$ cat config.mk
export PLATFORM = sky130hd
export DESIGN_NAME = sdl_frame_scheduler_flat
export DESIGN_NICKNAME = d
export VERILOG_FILES = /design/src/rtl/sdl_pkg.sv /design/src/rtl/sdl_frame_scheduler_if.sv /design/src/rtl/sdl_wrr_pick.sv /design/src/rtl/sdl_frame_scheduler.sv /design/src/flat_wrapper.sv
export SDC_FILE = /design/constraint.sdc
export NUM_CORES = 1
export LEC_CHECK = 0
export CAP_MARGIN = 5
export CORE_MARGIN = 5
export CORE_UTILIZATION = 56
export CTS_CLUSTER_DIAMETER = 120
export CTS_CLUSTER_SIZE = 25
export DETAILED_ROUTE_END_ITERATION = 12
export PLACE_DENSITY = 0.79
export SYNTH_ARGS = -nofsm -noshare
export SYNTH_HDL_FRONTEND = slang
export SYNTH_HIERARCHICAL = 1
export SYNTH_SLANG_ARGS = --single-unit
$ cat constraint.sdc
create_clock -name sys_clk -period 9.5 [get_ports sys_clk]
set_clock_uncertainty 0.2 [all_clocks]
set_input_delay 2.85 -clock sys_clk [delete_from_list [all_inputs] [get_ports sys_clk]]
set_output_delay 2.85 -clock sys_clk [all_outputs]
set_load 0.02 [all_outputs]
$ cat src/rtl/sdl_pkg.sv
// Shared definitions for the downlink SDL frame scheduler: source codes and FSM encoding.
package sdl_pkg;

    localparam logic [1:0] SrcBsn     = 2'd0;
    localparam logic [1:0] SrcBb      = 2'd1;
    localparam logic [1:0] SrcCircuit = 2'd2;
    localparam logic [1:0] SrcCtrl    = 2'd3;

    localparam int unsigned NumSrc  = 4;
    localparam int unsigned NumWrr  = 3;
    localparam int unsigned CreditW = 4;

    typedef enum logic [0:0] {
        StIdle,
        StGrant
    } state_e;

    // Round-robin successor over the three weighted sources.
    function automatic logic [1:0] rr_next(input logic [1:0] s);
        return (s == SrcCircuit) ? SrcBsn : s + 2'd1;
    endfunction

endpackage

$ cat src/rtl/sdl_frame_scheduler_if.sv
// Handshake bundle between the frame buffers / SDL reader and the frame scheduler.
interface sdl_frame_scheduler_if #(
    parameter int unsigned CNT_W = 8
);
    logic [3:0]         src_frame_done;
    logic               rd_done;
    logic               err_clr;
    logic               grant_vld;
    logic [1:0]         grant_src;
    logic [3:0]         grant_onehot;
    logic [4*CNT_W-1:0] pending_cnt;
    logic [3:0]         ovf_err;
    logic               timeout_err;

    modport master (
        output src_frame_done, rd_done, err_clr,
        input  grant_vld, grant_src, grant_onehot, pending_cnt, ovf_err, timeout_err
    );

    modport slave (
        input  src_frame_done, rd_done, err_clr,
        output grant_vld, grant_src, grant_onehot, pending_cnt, ovf_err, timeout_err
    );
endinterface

$ cat src/rtl/sdl_wrr_pick.sv
// Combinational credit/pointer selection among BSN, BB and circuit.
module sdl_wrr_pick
    import sdl_pkg::*;
(
    input  logic [2:0] i_req,
    input  logic [2:0] i_credit_ok,
    input  logic [1:0] i_rr_ptr,
    output logic [1:0] o_winner,
    output logic       o_winner_vld,
    output logic       o_reload
);

    logic       w_reload;
    logic [2:0] w_elig;
    logic [1:0] w_idx;

    always_comb begin
        // Requests exist but every requester is out of credit: search as if credits reloaded.
        w_reload     = (|i_req) && !(|(i_req & i_credit_ok));
        w_elig       = w_reload ? i_req : (i_req & i_credit_ok);
        o_winner     = i_rr_ptr;
        o_winner_vld = 1'b0;
        w_idx        = i_rr_ptr;
        for (int k = 0; k < NumWrr; k++) begin
            if (!o_winner_vld && w_elig[w_idx]) begin
                o_winner     = w_idx;
                o_winner_vld = 1'b1;
            end
            w_idx = rr_next(w_idx);
        end
        o_reload = w_reload;
    end

endmodule

$ cat src/rtl/sdl_frame_scheduler.sv
// Downlink SDL frame scheduler: per-source pending counts, strict-priority ctrl,
// weighted round-robin for BSN/BB/circuit, one grant per frame with a watchdog.
module sdl_frame_scheduler
    import sdl_pkg::*;
#(
    parameter int unsigned W_BSN     = 4,
    parameter int unsigned W_BB      = 2,
    parameter int unsigned W_CIRCUIT = 1,
    parameter int unsigned CNT_W     = 8,
    parameter int unsigned TIMEOUT   = 4096
) (
    input logic                 sys_clk,
    input logic                 rst_n,
    sdl_frame_scheduler_if.slave bus
);

    localparam int unsigned WaitW = $clog2(TIMEOUT);

    state_e              r_state, w_state_d;
    logic [CNT_W-1:0]    r_cnt [NumSrc];
    logic [CNT_W-1:0]    w_cnt_d [NumSrc];
    logic [CreditW-1:0]  r_credit [NumWrr];
    logic [CreditW-1:0]  w_credit_d [NumWrr];
    logic [1:0]          r_rr_ptr, w_ptr_d;
    logic [1:0]          r_grant_src;
    logic [WaitW-1:0]    r_wait;
    logic [3:0]          r_ovf;
    logic                r_tout;

    logic [3:0]          w_req;
    logic [3:0]          w_ovf_set;
    logic [1:0]          w_pick_win, w_win;
    logic                w_pick_vld, w_reload;
    logic                w_take, w_wrr, w_close, w_tout_fire;
    logic [4*CNT_W-1:0]  w_pending;

    function automatic logic [CreditW-1:0] weight_of(input logic [1:0] s);
        case (s)
            SrcBsn:     return CreditW'(W_BSN);
            SrcBb:      return CreditW'(W_BB);
            SrcCircuit: return CreditW'(W_CIRCUIT);
            default:    return '0;
        endcase
    endfunction

    always_comb begin
        for (int i = 0; i < NumSrc; i++) begin
            w_req[i] = (r_cnt[i] != '0);
        end
    end

    sdl_wrr_pick u_pick (
        .i_req        (w_req[2:0]),
        .i_credit_ok  ({r_credit[2] != '0, r_credit[1] != '0, r_credit[0] != '0}),
        .i_rr_ptr     (r_rr_ptr),
        .o_winner     (w_pick_win),
        .o_winner_vld (w_pick_vld),
        .o_reload     (w_reload)
    );

    always_comb begin
        w_state_d   = r_state;
        w_take      = 1'b0;
        w_wrr       = 1'b0;
        w_close     = 1'b0;
        w_tout_fire = 1'b0;
        w_win       = SrcCtrl;
        case (r_state)
            StIdle: begin
                if (w_req[SrcCtrl]) begin
                    w_take    = 1'b1;
                    w_state_d = StGrant;
                end else if (w_pick_vld) begin
                    w_take    = 1'b1;
                    w_wrr     = 1'b1;
                    w_win     = w_pick_win;
                    w_state_d = StGrant;
                end
            end
            StGrant: begin
                // rd_done takes precedence over a coincident watchdog expiry.
                if (bus.rd_done) begin
                    w_close   = 1'b1;
                    w_state_d = StIdle;
                end else if (r_wait == WaitW'(TIMEOUT - 1)) begin
                    w_close     = 1'b1;
                    w_tout_fire = 1'b1;
                    w_state_d   = StIdle;
                end
            end
            default: w_state_d = StIdle;
        endcase
    end

    always_comb begin
        w_ptr_d = r_rr_ptr;
        for (int j = 0; j < NumWrr; j++) begin
            w_credit_d[j] = r_credit[j];
        end
        if (w_wrr) begin
            if (w_reload) begin
                for (int j = 0; j < NumWrr; j++) begin
                    w_credit_d[j] = weight_of(2'(j));
                end
            end
            w_credit_d[w_pick_win] = w_credit_d[w_pick_win] - CreditW'(1);
            w_ptr_d = (w_credit_d[w_pick_win] == '0) ? rr_next(w_pick_win) : w_pick_win;
        end
    end

    always_comb begin
        w_ovf_set = '0;
        for (int i = 0; i < NumSrc; i++) begin
            w_cnt_d[i] = r_cnt[i];
            if (bus.src_frame_done[i] && !(w_close && r_grant_src == 2'(i))) begin
                if (r_cnt[i] == '1) begin
                    w_ovf_set[i] = 1'b1;
                end else begin
                    w_cnt_d[i] = r_cnt[i] + CNT_W'(1);
                end
            end else if (!bus.src_frame_done[i] && w_close && r_grant_src == 2'(i)
                         && r_cnt[i] != '0) begin
                w_cnt_d[i] = r_cnt[i] - CNT_W'(1);
            end
        end
    end

    always_ff @(posedge sys_clk or negedge rst_n) begin
        if (!rst_n) begin
            r_state     <= StIdle;
            r_rr_ptr    <= SrcBsn;
            r_grant_src <= SrcBsn;
            r_wait      <= '0;
            r_ovf       <= '0;
            r_tout      <= 1'b0;
            for (int i = 0; i < NumSrc; i++) begin
                r_cnt[i] <= '0;
            end
            for (int j = 0; j < NumWrr; j++) begin
                r_credit[j] <= weight_of(2'(j));
            end
        end else begin
            r_state  <= w_state_d;
            r_rr_ptr <= w_ptr_d;
            if (w_take) begin
                r_grant_src <= w_win;
                r_wait      <= '0;
            end else if (r_state == StGrant && !w_close) begin
                r_wait <= r_wait + WaitW'(1);
            end
            r_ovf  <= (r_ovf & ~{4{bus.err_clr}}) | w_ovf_set;
            r_tout <= (r_tout & ~bus.err_clr) | w_tout_fire;
            for (int i = 0; i < NumSrc; i++) begin
                r_cnt[i] <= w_cnt_d[i];
            end
            for (int j = 0; j < NumWrr; j++) begin
                r_credit[j] <= w_credit_d[j];
            end
        end
    end

    always_comb begin
        for (int i = 0; i < NumSrc; i++) begin
            w_pending[i*CNT_W +: CNT_W] = r_cnt[i];
        end
    end

    assign bus.grant_vld    = (r_state == StGrant);
    assign bus.grant_src    = r_grant_src;
    assign bus.grant_onehot = (r_state == StGrant) ? (4'b0001 << r_grant_src) : 4'b0000;
    assign bus.pending_cnt  = w_pending;
    assign bus.ovf_err      = r_ovf;
    assign bus.timeout_err  = r_tout;

endmodule

$ cat src/flat_wrapper.sv
// flat-port wrapper written by rule: the top's interface ports become plain ports
module sdl_frame_scheduler_flat import sdl_pkg::*;
#(
    parameter int unsigned W_BSN     = 4,
    parameter int unsigned W_BB      = 2,
    parameter int unsigned W_CIRCUIT = 1,
    parameter int unsigned CNT_W     = 8,
    parameter int unsigned TIMEOUT   = 4096
)
  (sys_clk, rst_n, bus_src_frame_done, bus_rd_done, bus_err_clr, bus_grant_vld, bus_grant_src, bus_grant_onehot, bus_pending_cnt, bus_ovf_err, bus_timeout_err);
  sdl_frame_scheduler_if #(.CNT_W(CNT_W)) bus_i ();
  input logic sys_clk;
  input logic rst_n;
  input wire logic [$bits(bus_i.src_frame_done)-1:0] bus_src_frame_done;
  input wire logic [$bits(bus_i.rd_done)-1:0] bus_rd_done;
  input wire logic [$bits(bus_i.err_clr)-1:0] bus_err_clr;
  output wire logic [$bits(bus_i.grant_vld)-1:0] bus_grant_vld;
  output wire logic [$bits(bus_i.grant_src)-1:0] bus_grant_src;
  output wire logic [$bits(bus_i.grant_onehot)-1:0] bus_grant_onehot;
  output wire logic [$bits(bus_i.pending_cnt)-1:0] bus_pending_cnt;
  output wire logic [$bits(bus_i.ovf_err)-1:0] bus_ovf_err;
  output wire logic [$bits(bus_i.timeout_err)-1:0] bus_timeout_err;
  assign bus_i.src_frame_done = bus_src_frame_done;
  assign bus_i.rd_done = bus_rd_done;
  assign bus_i.err_clr = bus_err_clr;
  assign bus_grant_vld = bus_i.grant_vld;
  assign bus_grant_src = bus_i.grant_src;
  assign bus_grant_onehot = bus_i.grant_onehot;
  assign bus_pending_cnt = bus_i.pending_cnt;
  assign bus_ovf_err = bus_i.ovf_err;
  assign bus_timeout_err = bus_i.timeout_err;
  sdl_frame_scheduler #(.W_BSN(W_BSN), .W_BB(W_BB), .W_CIRCUIT(W_CIRCUIT), .CNT_W(CNT_W), .TIMEOUT(TIMEOUT)) u_core (.sys_clk(sys_clk), .rst_n(rst_n), .bus(bus_i));
endmodule
Word-level counts from Yosys, hierarchy flattened
Cells that the tools add are included.
Cells by class
  add/subtract/negate cells: 13
  multipliers: 0
  div/mod/pow operators: 0
  order comparisons: 5
  eq/ne operators: 15
  shift-type cells: 1
  multiplexer cells: 66
  bitwise logic cells: 9
  reductions and logical operators: 57
Operators with widths (count)
  $mux 8: 12
  $mux 12: 4
  $add 8x1->8 const B: 4
  $eq 8x8->1 const B: 4
  $reduce_bool 8->1: 4
  $sub 8x1->8 const B: 4
  $mux 1: 26
  $logic_and 1x1->1: 25
  $mux 4: 6
  $mux 2: 9
  $bmux 4 s2: 2
  $add 12x1->12 const B: 1
  $bwmux 12: 1
  $eq 12x12->1 const B: 1
  $logic_not 1->1: 12
  $reduce_bool 4->1: 3
  $eq 2x2->1 const B: 5
  $reduce_bool 2->1: 5
  $lt 2x3->1 const B: 3
  $demux 4 s2: 1
  $ne 2x2->1 const B: 4
  $reduce_and 2->1: 4
  $add 2x1->2 const B: 3
  $bmux 1 s2: 3
  other kinds (18): 20
Storage, ports and cells
  bits in registers: 66
  bits in latches: 0
  memory bits (writable): 0
  ROM bits: 0
  input port bits: 8
  output and inout port bits: 44
  word-level logic and storage cells: 179
  memories: 0

Longest topological paths before layout
Gate-level depths: netlist of the first run.
  depth in word-level cells: 29
  gate-level depth with buffers: 14

Cells and area by module
The synthesis of the first run kept the hierarchy.
Modules (own cells, without submodules)
  sdl_frame_scheduler: instances 1, cells each 551, area each 5101.1 sq um
  sdl_wrr_pick: instances 1, cells each 25, area each 166.4 sq um

Least setup slack after synthesis of the first run
Ideal clock, no wire load.
  kind: input-to-reg
  from: input port bus_rd_done
  to: register u_core.r_cnt, in the netlist u_core/bus.pending_cnt[13]
  setup time: 0.137 ns
  arrival: 4.980 ns
  slack: 4.183 ns
  stages: 10
  path buffers: 1
  cell sequence: a31o_4 > nand3_1 > buf_2 > nand2_1 > ha_1 > a211oi_1 > nor3_1 > or3b_2 > a22oi_1 > o22ai_1
On the way
  longest elaborated chain between the ends: 7
  elaborated cells between the ends (all ways): 12
  classes of those cells: eq/ne: 1; mux: 3; reduce/logical: 8
RTL lines
  start, declared: RTL line flat_wrapper.sv:15  | input wire logic [$bits(bus_i.rd_done)-1:0] bus_rd_done;
  $mux 1 (*): RTL line sdl_frame_scheduler.sv:82  | if (bus.rd_done) begin
  $mux 1 (*): RTL line sdl_frame_scheduler.sv:68  | case (r_state)
  $logic_and 1x1->1 (on tied branches): RTL line sdl_frame_scheduler.sv:115, sdl_frame_scheduler.sv:121
  $logic_not 1->1 or $logic_and 1x1->1 (tied branches): RTL line sdl_frame_scheduler.sv:115, sdl_frame_scheduler.sv:121
  $logic_and 1x1->1 (on tied branches): RTL line sdl_frame_scheduler.sv:115, sdl_frame_scheduler.sv:122
  $ne 2x2->1 (no source line) or $reduce_bool 2->1 (tied branches)
  $reduce_and 2->1 (no source line)
  end signal, assigned by index: RTL line sdl_frame_scheduler.sv:154  | r_cnt[i] <= w_cnt_d[i];
  end, declared: RTL line sdl_frame_scheduler.sv:20  | logic [CNT_W-1:0] r_cnt [NumSrc];
Mark *: on every way between the ends. The rest lies on a longest branch, timed or not.
A chain may end at the register's enable or synchronous reset.

Final worst setup path of the first run
Same ends and word-level chain as after synthesis.

==> impl_metrics.tcl, run 1 <==
set metrics [dict create \
    whs_ns 0.294 \
    worstPathRequired_ns 9.51 \
    nets 659 \
    clkPwrFrac_pct 11.7 \
    critPathTopFamily "simple AND/OR/NAND/NOR gates" \
    met2_usage_pct 38.9 \
    vias 4852 \
    max_cap_violations 0 \
    coreArea_um2 9200 \
    clk_pin_slew_worst_paths_ns 0.07 \
    holdCritPathClass "reg -> reg" \
    routedWlPerCell_um 17.9 \
    holdBufCountCts 0 \
    path_buf_inv 1 \
    max_stage_delay_ns 0.58 \
    io_buffers 51 \
    pre_cts_slack_ns 3.20 \
    period_needed_ns 6.04 \
    insertion_delay_ns 0.35 \
    root_buffer "clkbuf_8" \
    setup_violations 0 \
    cts_setup_buffers 0 \
    dr.pass1.iters 5 \
    grt_overflow_total 0 \
    synth_commonest_cells "dfrtp_1 (63), nor2_1 (39), o21ai_0 (36), nand2_1 (34), ha_1 (26)" \
    irDropWorstVdd_mv 0.305 \
    p_per_area_nw_per_um2 369 \
    yosysMostFrequentCell "dfrtp_1" \
    gr-usage-met1_pct 30.2 \
    dpl.hpwl_mm 9.60 \
    critPathLaunchType "input pin" \
    internal_power_uw 1150 \
    rows 35 \
    synthCells 576 \
    yosysTopAreaCell "dfrtp_1" \
    die_area_um2 11400 \
    ys_top_cells_by_area "dfrtp_1 (30%), ha_1 (6.2%), o21ai_0 (3.4%)" \
    hold_viol 0 \
    sequentialPowerShare_pct 23.7 \
    vias_per_cell 6.58 \
    synth_nets 614 \
    grt_pass1_vias 4599 \
    htree_num_levels 3 \
    p_sw_share_pct 48.4 \
    finalWorstSetupSlack_ns 3.46 \
    routed_wirelength_mm 13.2 \
    slew_headroom_pct 17.2 \
    critical_path_class "in -> reg" \
    grt_util_all_layers_pct 23.1 \
    fin_crit_sh_pct 63.6 \
    worst-slew-pin-transition_ns 1.24 \
    die_h_um 107 \
    utilization_pct 65.6 \
    cts_tree "built" \
    p_leak_uw 0.00245 \
    synthFlopType "dfrtp_1" \
    grt-busiest-layer "met2" \
    finalMaxSlewViolations 0 \
    yosysSeqAreaShare_pct 31.4 \
    initial_core_util_pct 57.3 \
    clock.fmax_mhz 166 \
    postSynthRegisterBits 66 \
    area_delta_synth_final_pct 14.5 \
    slowest_stage "clkdlybuf4s50_1" \
    synth_area_um2 5270 \
    grt_max_degree 67 \
    diodes 0 \
    clock-sinks 66 \
    synth_warnings 6 \
    power_frac_comb_pct 64.6 \
    synth_cell_types 87 \
    antenna_found_initial 0 \
    met3_usage_pct 5.36 \
    grt_first_pass_wirelength_mm 21.9 \
    routabilityCongestion 0.870 \
    cp_max_fo 13 \
    arrival_ns 6.05 \
    drive_gt1_share_pct 8.79 \
    status "finished, final reports clean" \
    cp_cell_sequence "clkdlybuf4s50_1 -> a31o_4 -> nand3_1 -> nand2_1 -> ha_1 -> a211oi_1 -> nor3_1 -> or3b_2 -> nor3_1 -> o22ai_1" \
    placed_cell_area_um2 5810 \
    end_kind "flop" \
    synth-edff-count 0 \
    die_x_um 107 \
    rsz0062_at_grt "no" \
    syn_avg_cell_area_um2 9.15 \
    switchingPower_uw 1080 \
    ant_nets 0 \
    final_area_um2 6030 \
    numCtsBuffers 9 \
    cts.repair.resized 0 \
    drt-initial-drc-count 363 \
    crit_top_cell "nor3_1" \
    cts_buffer_depth 2 \
    ioPinCount 52 \
    synthArstFlopShare_pct 100 \
    synth.top_cell.area_share_pct 29.9 \
    fin_tns_setup_ns 0 \
    drc 0 \
]
-- placed cells by master (no fill, tap or decap), types with 4 or more instances in the layout --
master	netlist	routed
dfrtp_1	63	63
clkdlybuf4s50_1	0	50
nor2_1	39	39
o21ai_0	36	36
nand2_1	34	34
ha_1	26	26
a21oi_1	24	24
nand3_1	22	22
inv_1	21	21
nand4_1	19	19
nor3_1	16	16
mux2i_1	16	16
a22oi_1	14	14
xnor2_1	14	14
xor2_1	13	13
nor3b_1	12	12
a211oi_1	10	10
o211ai_1	10	10
clkbuf_8	0	9
nand2b_1	9	9
nor2b_1	8	8
nor4_1	8	8
a32o_1	6	6
or4_1	6	6
a31oi_1	6	6
a221oi_1	6	6
a21o_1	6	6
and4_1	5	5
o2bb2ai_1	5	5
o22ai_1	5	5
nand3b_1	5	5
or3_1	5	5
o21a_1	4	4
a22o_1	4	4
fa_1	4	4
-- power groups by stage --
stage / Clock, uW / Combinational (uW) / Sequential (uW)
after floorplan: 0 / 957 / 581
after global placement: 0 / 1360 / 525
after detailed placement: 0 / 1410 / 531
after CTS: 267 / 1420 / 527
after global routing: 281 / 1570 / 546
final: 261 / 1440 / 527
-- sequential cells by signal, indices dropped and copies added, names as in the netlist --
name,cells
u_core/r_wait,12
u_core/bus.grant_src,2
u_core/r_rr_ptr,2
u_core/bus.ovf_err,4
u_core/bus.grant_vld,1
u_core/r_credit,12
u_core/bus.timeout_err,1
u_core/bus.pending_cnt,32
-- worst reg2reg max path, stage by stage (launching register included) --
cell	delay, ns
dfrtp_1	0.49
nor4_1	0.48
nand2_1	0.33
a22oi_2	0.33
o21ai_2	0.11
o21ai_0	0.26
a32o_1	0.57
nor2b_1	0.41
a221oi_4	0.16
ha_1	0.23
or3_1	0.45
a2111o_1	0.44
nand3_1	0.07
-- kinds of logic (layout without fill, tap and decap cells) --
logic type / after synthesis / after routing / synth area share (%)
AO/OA/AOI/OAI: 169 / 169 / 23.5
XOR/XNOR: 27 / 27 / 4.49
adder cells (fa/ha/maj): 30 / 30 / 7.70
buffers and inverters: 41 / 91 / 3.78
flip-flops: 66 / 66 / 31.4
multiplexers: 20 / 20 / 3.97
AND/OR/NAND/NOR: 223 / 223 / 25.2
-- worst paths after layout --
check / cells past startpoint / endpoint / slack, ns / startpoint
setup / recovery: 10 / u_core/bus.pending_cnt[13] / 3.46 / bus_rd_done
hold reg to reg: 1 / u_core/bus.ovf_err[2] / 0.29 / u_core/bus.ovf_err[2]
max in group asynchronous: 2 / u_core/bus.pending_cnt[25] / 6.07 / rst_n
min in group asynchronous: 2 / u_core/bus.pending_cnt[22] / 2.48 / rst_n
setup reg to reg: 12 / u_core/r_rr_ptr[1] / 4.91 / u_core/bus.pending_cnt[8]
hold / removal: 1 / u_core/bus.ovf_err[2] / 0.29 / u_core/bus.ovf_err[2]
-- per-stage QoR --
stage | total power, uW | instances
after global routing | 2390 | 737
after detailed placement | 1940 | 721
after floorplan | 1540 | 576
after global placement | 1880 | 721
after CTS | 2210 | 737
final | 2230 | 737
-- layout make-up --
cell class	instances	area (um2)
Multi-Input combinational cell	469	3410
Timing Repair Buffer	54	528
Clock inverter	7	93.8
Tap cell	111	139
Sequential cell	66	1660
Fill cell	739	3160
Inverter	21	78.8
Clock buffer	9	124
-- routing by layer --
layer | wire, um | up-vias
li1 | - | 2326
met1 | 5870 | 2365
met2 | 6510 | 139
met3 | 612 | 22
met4 | 191 | 0
met5 | 0 | -
No activity file was read; power rests on OpenSTA's default activity.
==> run 2, diff against run 1 <==
==> constraint.sdc (replaced) <==
create_clock -name sys_clk -period 6.3 [get_ports sys_clk]
set_clock_uncertainty 0.2 [all_clocks]
set_input_delay 1.89 -clock sys_clk [delete_from_list [all_inputs] [get_ports sys_clk]]
set_output_delay 1.89 -clock sys_clk [all_outputs]
set_load 0.02 [all_outputs]
==> results of run 2 <==
The final DEF is identical to that of run 1. Status: finished, final reports clean.
Among the figures that moved: setup slack after placement 3.20 ns -> 0.961 ns; setup slack after layout 3.46 ns -> 1.22 ns; register-to-register setup slack 4.91 ns -> 1.71 ns; total power 2230 uW -> 3360 uW; worst IR drop on VDD 0.305 mV -> 0.460 mV
